`config.mk`:
```
export PLATFORM = sky130hd
export DESIGN_NAME = cmd_stp_receiver
export DESIGN_NICKNAME = d
export VERILOG_FILES = /design/src/rtl/cmd_stp_receiver.sv
export SDC_FILE = /design/constraint.sdc
export NUM_CORES = 1
export LEC_CHECK = 0
export BUFFER_PORTS_ARGS = -buffer_cell sky130_fd_sc_hd__buf_2
export CORE_UTILIZATION = 49
export CTS_CLUSTER_SIZE = 10
export DETAILED_ROUTE_END_ITERATION = 10
export PLACE_DENSITY_LB_ADDON = 0.25
export SYNTH_ARGS = -nofsm -noshare
export SYNTH_HDL_FRONTEND = slang
export SYNTH_SLANG_ARGS = --single-unit
```
`constraint.sdc`:
```
create_clock -name sd_clock -period 1.8 [get_ports sd_clock]
set_clock_uncertainty 0.1 [all_clocks]
set_input_delay 0.18 -clock sd_clock [delete_from_list [all_inputs] [get_ports sd_clock]]
set_output_delay 0.18 -clock sd_clock [all_outputs]
set_load 0.03 [all_outputs]
```
`src/rtl/cmd_stp_receiver.sv`:
```
// cmd_stp_receiver
//
// Receives one SD-card command response from the serial CMD line. A frame is
// 48 bits (short response) or 136 bits (long response). It is shifted in MSB
// first and kept right-aligned in pad_response. Then the transmission bit,
// the end bit and, optionally, the CRC7 field are checked.
//
// Optional feature: define CMD_CRC_CHECK_EN to build the serial CRC7 checker
// (x^7 + x^3 + 1, seed 0). Without it, no CRC logic is present and crc_error
// is tied low.
//
// Ports
//   sd_clock            in   clock, rising edge
//   reset               in   synchronous active-high reset
//   reset_wrapper       in   synchronous clear from the command controller
//   enable_stp_wrapper  in   level, requests reception of one response
//   long_response       in   0 = 48-bit frame, 1 = 136-bit frame
//                            (sampled when leaving IDLE)
//   cmd_in              in   serial CMD line, already synchronised
//   pad_response        out  [135:0] captured frame, right-aligned
//   reception_complete  out  frame finished or timed out (level)
//   frame_error         out  transmission bit != 0 or end bit != 1
//   crc_error           out  CRC7 mismatch
//   timeout_error       out  no start bit within TIMEOUT_CYCLES
module cmd_stp_receiver #(
  parameter int TIMEOUT_CYCLES = 64
) (
  input  logic         sd_clock,
  input  logic         reset,
  input  logic         reset_wrapper,
  input  logic         enable_stp_wrapper,
  input  logic         long_response,
  input  logic         cmd_in,
  output logic [135:0] pad_response,
  output logic         reception_complete,
  output logic         frame_error,
  output logic         crc_error,
  output logic         timeout_error
);

  localparam int TW = $clog2(TIMEOUT_CYCLES + 1);
  localparam logic [7:0] LAST_SHORT = 8'd47;
  localparam logic [7:0] LAST_LONG  = 8'd135;

  typedef enum logic [2:0] {IDLE, WAIT_START, RECEIVE, DONE, TIMEOUT} state_t;

  state_t         state;
  state_t         next_state;
  logic           clear;
  logic           enable;
  logic           is_long;
  logic [7:0]     bit_cnt;
  logic [TW-1:0]  timeout_cnt;
  logic           timeout_hit;
  logic [135:0]   frame_next;
  logic           trans_bit;

  assign clear       = reset | reset_wrapper;
  assign enable      = enable_stp_wrapper;
  assign frame_next  = {pad_response[134:0], cmd_in};
  // The counter reaches TIMEOUT_CYCLES on this edge.
  assign timeout_hit = cmd_in && (timeout_cnt == TW'(TIMEOUT_CYCLES - 1));
  // Index of the transmission bit once the whole frame has been shifted in.
  assign trans_bit   = is_long ? frame_next[134] : frame_next[46];

  assign reception_complete = (state == DONE) || (state == TIMEOUT);

  always_ff @(posedge sd_clock) begin
    if (clear) state <= IDLE;
    else       state <= next_state;
  end

  always_comb begin
    next_state = state;
    case (state)
      IDLE:       if (enable) next_state = WAIT_START;
      WAIT_START: begin
        if (!enable)          next_state = IDLE;
        else if (!cmd_in)     next_state = RECEIVE;
        else if (timeout_hit) next_state = TIMEOUT;
      end
      RECEIVE: begin
        if (!enable)             next_state = IDLE;
        else if (bit_cnt == 8'd1) next_state = DONE;
      end
      DONE:       if (!enable) next_state = IDLE;
      TIMEOUT:    if (!enable) next_state = IDLE;
      default:    next_state = IDLE;
    endcase
  end

  // Frame shift register, counters and frame/timeout flags.
  always_ff @(posedge sd_clock) begin
    if (clear) begin
      pad_response  <= '0;
      frame_error   <= 1'b0;
      timeout_error <= 1'b0;
      bit_cnt       <= '0;
      timeout_cnt   <= '0;
      is_long       <= 1'b0;
    end else begin
      case (state)
        IDLE: begin
          if (enable) begin
            pad_response  <= '0;
            frame_error   <= 1'b0;
            timeout_error <= 1'b0;
            timeout_cnt   <= '0;
            is_long       <= long_response;
          end
        end
        WAIT_START: begin
          if (enable) begin
            if (!cmd_in) begin
              pad_response <= frame_next;
              bit_cnt      <= is_long ? LAST_LONG : LAST_SHORT;
            end else begin
              timeout_cnt <= timeout_cnt + TW'(1);
              if (timeout_hit) timeout_error <= 1'b1;
            end
          end
        end
        RECEIVE: begin
          if (enable) begin
            pad_response <= frame_next;
            bit_cnt      <= bit_cnt - 8'd1;
            if (bit_cnt == 8'd1) frame_error <= trans_bit | ~cmd_in;
          end
        end
        default: ;
      endcase
    end
  end

`ifdef CMD_CRC_CHECK_EN
  logic [6:0] crc;
  logic       crc_feed;

  function automatic logic [6:0] crc7_step(input logic [6:0] c, input logic b);
    logic fb;
    fb = c[6] ^ b;
    return {c[5:0], fb} ^ {3'b000, fb, 3'b000};
  endfunction

  // bit_cnt - 1 is the final frame index of the bit sampled on this edge.
  // The covered range starts at index 8 and ends at 47 or 127. The start bit
  // is never fed: a 0 bit into a zero register leaves it at zero.
  assign crc_feed = (bit_cnt >= 8'd9) && (bit_cnt <= (is_long ? 8'd128 : 8'd48));

  always_ff @(posedge sd_clock) begin
    if (clear) begin
      crc       <= '0;
      crc_error <= 1'b0;
    end else if (state == IDLE && enable) begin
      crc       <= '0;
      crc_error <= 1'b0;
    end else if (state == RECEIVE && enable) begin
      if (crc_feed) crc <= crc7_step(crc, cmd_in);
      if (bit_cnt == 8'd1) crc_error <= (crc != frame_next[7:1]);
    end
  end
`else
  assign crc_error = 1'b0;
`endif

endmodule

```
# [After elaboration in Yosys (flattened, before gate mapping)]
# Index checks and enable logic that the tools add are counted.
[totals] register_bits=157 input_bits=6 output_inout_bits=140 word_cells=74
[op_classes] addsub=2 eq_ne=16 muxes=31 n_bitwise=3 n_reduce_logical=15
[op_table] cell="two-way mux 136 bit" count=4
[op_table] cell="case mux 136 bit (3 select lines)" count=1
[op_table] cell="two-way mux 8 bit" count=4
[op_table] cell="two-way mux 3 bit" count=7
[op_table] cell="two-way mux 7 bit" count=3
[op_table] cell="inequality test 2 bit, second input constant" count=8
[op_table] cell="case mux 8 bit (2 select lines)" count=1
[op_table] cell="AND reduction 4 bit" count=4
[op_table] cell="case mux 7 bit (2 select lines)" count=1
[op_table] cell="case mux 3 bit (4 select lines)" count=1
[op_table] cell="AND reduction 5 bit" count=2
[op_table] cell="equality test 8 x 1 -> 1 bit, second input constant" count=1
[op_table] cell="subtractor 8 x 1 -> 8 bit, second input constant" count=1
[op_table] cell="adder 7 x 1 -> 7 bit, second input constant" count=1
[op_table] cell="equality test 7 x 6 -> 1 bit, second input constant" count=1
[op_table] cell="two-way mux 1 bit" count=7
[op_table] cell="equality test 3 x 2 -> 1 bit, second input constant" count=2
[op_table] cell="nonzero test 2 bit" count=3
[op_table] cell="inequality test 4 bit, second input constant" count=1
[op_table] cell="case mux 1 bit (2 select lines)" count=2
[op_table] cell="equality test 3 x 1 -> 1 bit, second input constant" count=1
[op_table] cell="equality test 3 bit, second input constant" count=1
[op_table] cell="logical NOT 3 bit" count=1
[op_table] cell="inequality test 3 bit, second input constant" count=1
[op_table] cell="7 further kinds" count=8

# [Logic depth before layout (Yosys ltp)]
[depth] depth_word=6 mapped_depth=7 mapped_depth_nobuf=6

# [Worst setup path after synthesis]
# OpenSTA, ideal clock, no wires.
[synth_path] path_kind="register to register" start="register state[2]" end="register timeout_cnt[6]" setup_ns=0.117 arrival_time_ns=1.379 required_ns=1.583 slack_ns=0.203 path_stages_with_launch=5 path_buffers=0 synth_period_minus_slack_ns=1.597 path_cell_list="dfxtp_1 -> or3b_1 -> or4b_1 -> xor2_1 -> nor2_2"
[synth_via] elab_chain_len=3 elab_cells_between_ends=8 classes_between="eq/ne: 4; mux: 1; reduce/logical: 3"
[synth_rtl] element="start: declaration" line="47" text="state_t state;"
[synth_rtl] element="start signal: assignment" line="70" text="else state <= next_state;"
[synth_rtl] element="equality test 3 x 1 -> 1 bit / logical NOT 3 bit (equally long branches)" line="102" text="case (state)"
[synth_rtl] element="inequality test 2 bit (no line) / nonzero test 2 bit (equally long branches)"
[synth_rtl] element="AND reduction 4 bit (no line)"
[synth_rtl] element="end signal: assignment" line="118" text="timeout_cnt <= timeout_cnt + TW'(1);"
[synth_rtl] element="end: declaration" line="53" text="logic [TW-1:0] timeout_cnt;"
# Several ways; a longest one is shown, not always the timed one.
# A chain may end at the register's enable or synchronous reset.

# [Final worst setup path]
[layout_path] start="register state[0]" end="output port reception_complete"
[layout_via] elab_chain_len=2 elab_cells_between_ends=3 classes_between="eq/ne: 2; reduce/logical: 1"
[layout_rtl] element="equality test 3 x 2 -> 1 bit / equality test 3 bit (equally long branches)" line="66" text="assign reception_complete = (state == DONE) || (state == TIMEOUT);"
[layout_rtl] element="logical OR 1 bit *" line="66"
[layout_rtl] element="end: declaration" line="35" text="output logic reception_complete,"
# Mark *: on every way between the ends. The rest lies on a longest branch, timed or not.

==> results.yml <==
outcome:
  outcome: "finished, final reports clean"
final_layout:
  fillers: 928
  area_growth_pct: 27.5
  nNetsFinal: 737
  layout_common_cells: "156 x dfxtp_1, 153 x nor2_1, 144 x buf_2, 136 x a22oi_1, 17 x clkbuf_16"
  diodes: 0
  utilization_pct: 65.3
  final_common_cell: "dfxtp_1"
  finish.instance_area_mm2: 0.00720
  drive_above_1_share_pct: 28.1
  finalNonFillerCells: 881
route:
  viasPerCell: 5.56
  drtPass1Iterations: 5
  num_vias: 4902
  drtIter0Drc: 286
  drc: 0
  wire_per_inst_um: 15.1
  wl_mm: 13.3
  postRouteAntennaNets: 0
timing:
  setup_viol: 0
  max_slew.worst_pin.slew_ns: 0.570
  fin_crit_ns: 1.72
  timing.fmax_ghz: 0.580
  drv_slew: 0
  totalNegativeSetupSlack_ns: 0
  finalCritPeriodShare_pct: 95.7
  max_slew_margin_pct: 62.0
  finalHoldViolCount: 0
  rsz0062_at_grt: "false"
critical_path:
  worst-setup-path-type: "flip-flop to output port"
  worstPathCellList: "buf_4 -> nand2_1 -> o22ai_1 -> buf_2"
  slowest_delay_ns: 0.43
  worstPathMaxFanout: 7
  cp_slowest_cell: "dfxtp_1"
  ff2ff_setup_slack_ns: 0.11
  crit_start: "state[0]"
  rr_startpoint: "bit_cnt[2]"
  cp_data_arrival_time_ns: 1.44
  endpoint_kind: "output port"
  required_ns: 1.52
  critPathLaunchType: "flip-flop"
placement:
  placed_area_mm2: 0.00661
  placed_cells: 848
  place_congestion: 0.897
  place.port_buffers: 144
  place_hpwl_mm: 8.70
synth:
  ys_top_cells_by_area: "dfxtp_1 56%, a22oi_1 18%, nor2_1 10%"
  synth_cell_types: 52
  synth-edff-count: 0
  syn_nets: 601
  synth_xor_area_share_pct: 1.24
  synth_top_family_by_area: "compound AO/OA/AOI/OAI gates"
  postSynthAreaPerCell_um2: 9.54
  synth_ff_type: "dfxtp_1"
  yosys.area_share.adder_pct: 0.665
  yosysTopAreaCellShare_pct: 55.7
  postSynthCellCount: 592
  synth_compound_area_share_pct: 21.6
  synth_seq_cells: 157
  yosys.area_share.simple_pct: 15.6
  async_reset_ff_share_pct: 0
  yosys_warnings: 0
  yosysSeqAreaShare_pct: 55.7
  yosysTopAreaCell: "dfxtp_1"
  syn_area_mm2: 0.00565
  muxShareOfSynthArea_pct: 0.532
clock_network:
  cts_buffers: 17
  clk_latency_ns: 0.41
  clk_path_buf_depth: 2
  clock-sinks: 157
  cts_tree: "done"
  cts_setup_buffers: 0
  clkTransAtPathRegs_ns: 0.06
  root_buffer: "clkbuf_16"
  cts-htree-levels: 4
grt:
  grt_usage_pct: 22.2
  grt_overflow: 0
  grt_pass1_vias: 4329
  antenna_found_initial: 0
  grt_max_degree: 55
  grt_pass1_wl_mm: 20.7
min_path:
  min_from: "enable_stp_wrapper"
  hp-class: "input port to flip-flop"
power_and_ir_drop:
  finalPower_uw: 7220
  powerDensity_mw_per_mm2: 1000
  ir_drop_mv: 0.894
  power.leakage_uw: 0.00295
die:
  die_w_um: 109
  io_pins: 146
  core_mm2: 0.0110
  rows: 38
  die_y_um: 109
  die_area_mm2: 0.0120
  start_util_pct: 51.2
run:
  cap_violations: 0
-- worst max-delay path: cells and delay by family (launching register included) --
| kind | cells | cell delay, ns |
|---|---|---|
| AO/OA/AOI/OAI | 1 | 0.13 |
| buffers and inverters | 2 | 0.40 |
| flip-flops | 1 | 0.43 |
| AND/OR/NAND/NOR | 1 | 0.05 |
-- worst paths after layout --
kind                                           end  cells past startpoint
worst max-delay path            reception_complete                      4
worst max register to register          bit_cnt[7]                      4
worst min register to register         frame_error                      2
worst min-delay path                      state[0]                      4
-- kinds of logic (layout without fill, tap and decap cells) --
family	count (synthesis)	after routing
xor gates and xnor gates	8	8
and+or+nand+nor	203	203
muxes	3	3
buffers and inverters	53	202
AOI/OAI and AO/OA	164	164
other	1	1
DFF	157	157
adders and majority gates	3	3
-- state kept, by name (all words and copies together) (netlist names) --
name,count
pad_response,136
bit_cnt,8
frame_error,1
timeout_cnt,7
timeout_error,1
state,3
is_long,1
-- through the flow --
stage / hold slack [ns] / worst slack [ns]
floorplan: 0.228 / 0.203
global placement: 0.352 / 0.102
detailed placement: 0.362 / 0.0710
CTS: 0.0414 / 0.0391
global route: 0.0742 / 0.00974
finish: 0.0669 / 0.0773
-- synth_stat cells, types with 2 or more instances --
cell type and count:
a32o_1 3, dfxtp_1 157, a21oi_1 5, or4_1 2, nor3b_2 2, clkbuf_1 26
buf_2 13, a22oi_1 136, mux2i_1 3, o21ai_0 3, nor2_1 153, nor3_1 2
o2bb2ai_1 2, o22ai_1 3, buf_4 11, inv_1 3, nand3_1 5, ha_1 3
nor4_1 3, nand2_1 16, xor2_1 7, o21ai_1 2, nand4_1 2, nor2b_1 2
-- repair_timing --
item	4_1_cts	5_1_grt
setup endpoints to repair	0	2
hold buffers	1	0
hold endpoints to repair	1	0
resized for setup	0	1
-- area by class of cell --
type | instances | area [um2] | share of cell area, %
tap | 140 | 175 | 2.43
inverter | 3 | 11.3 | 0.156
sequential | 157 | 3140 | 43.7
clock buffer | 20 | 447 | 6.21
timing repair buffer | 167 | 1020 | 14.2
multi-input combinational | 382 | 2260 | 31.5
clock inverter | 12 | 135 | 1.88
-- power breakdown --
part	switching, uW	leakage [uW]	total [uW]	internal [uW]
combinational	171	0.00140	251	79.6
clock	1400	0.000286	3490	2090
sequential	5.51	0.00126	3480	3480
-- per-layer routing --
layer	up-vias	track usage, %	share of wire, %
met1	2338	28.8	44
met2	167	34.5	48
met4	0	7.14	0.34
met5	-	0	0
met3	4	7.88	7.2
li1	2393	-	-
Note: power is estimated with default switching activity, not from simulation.
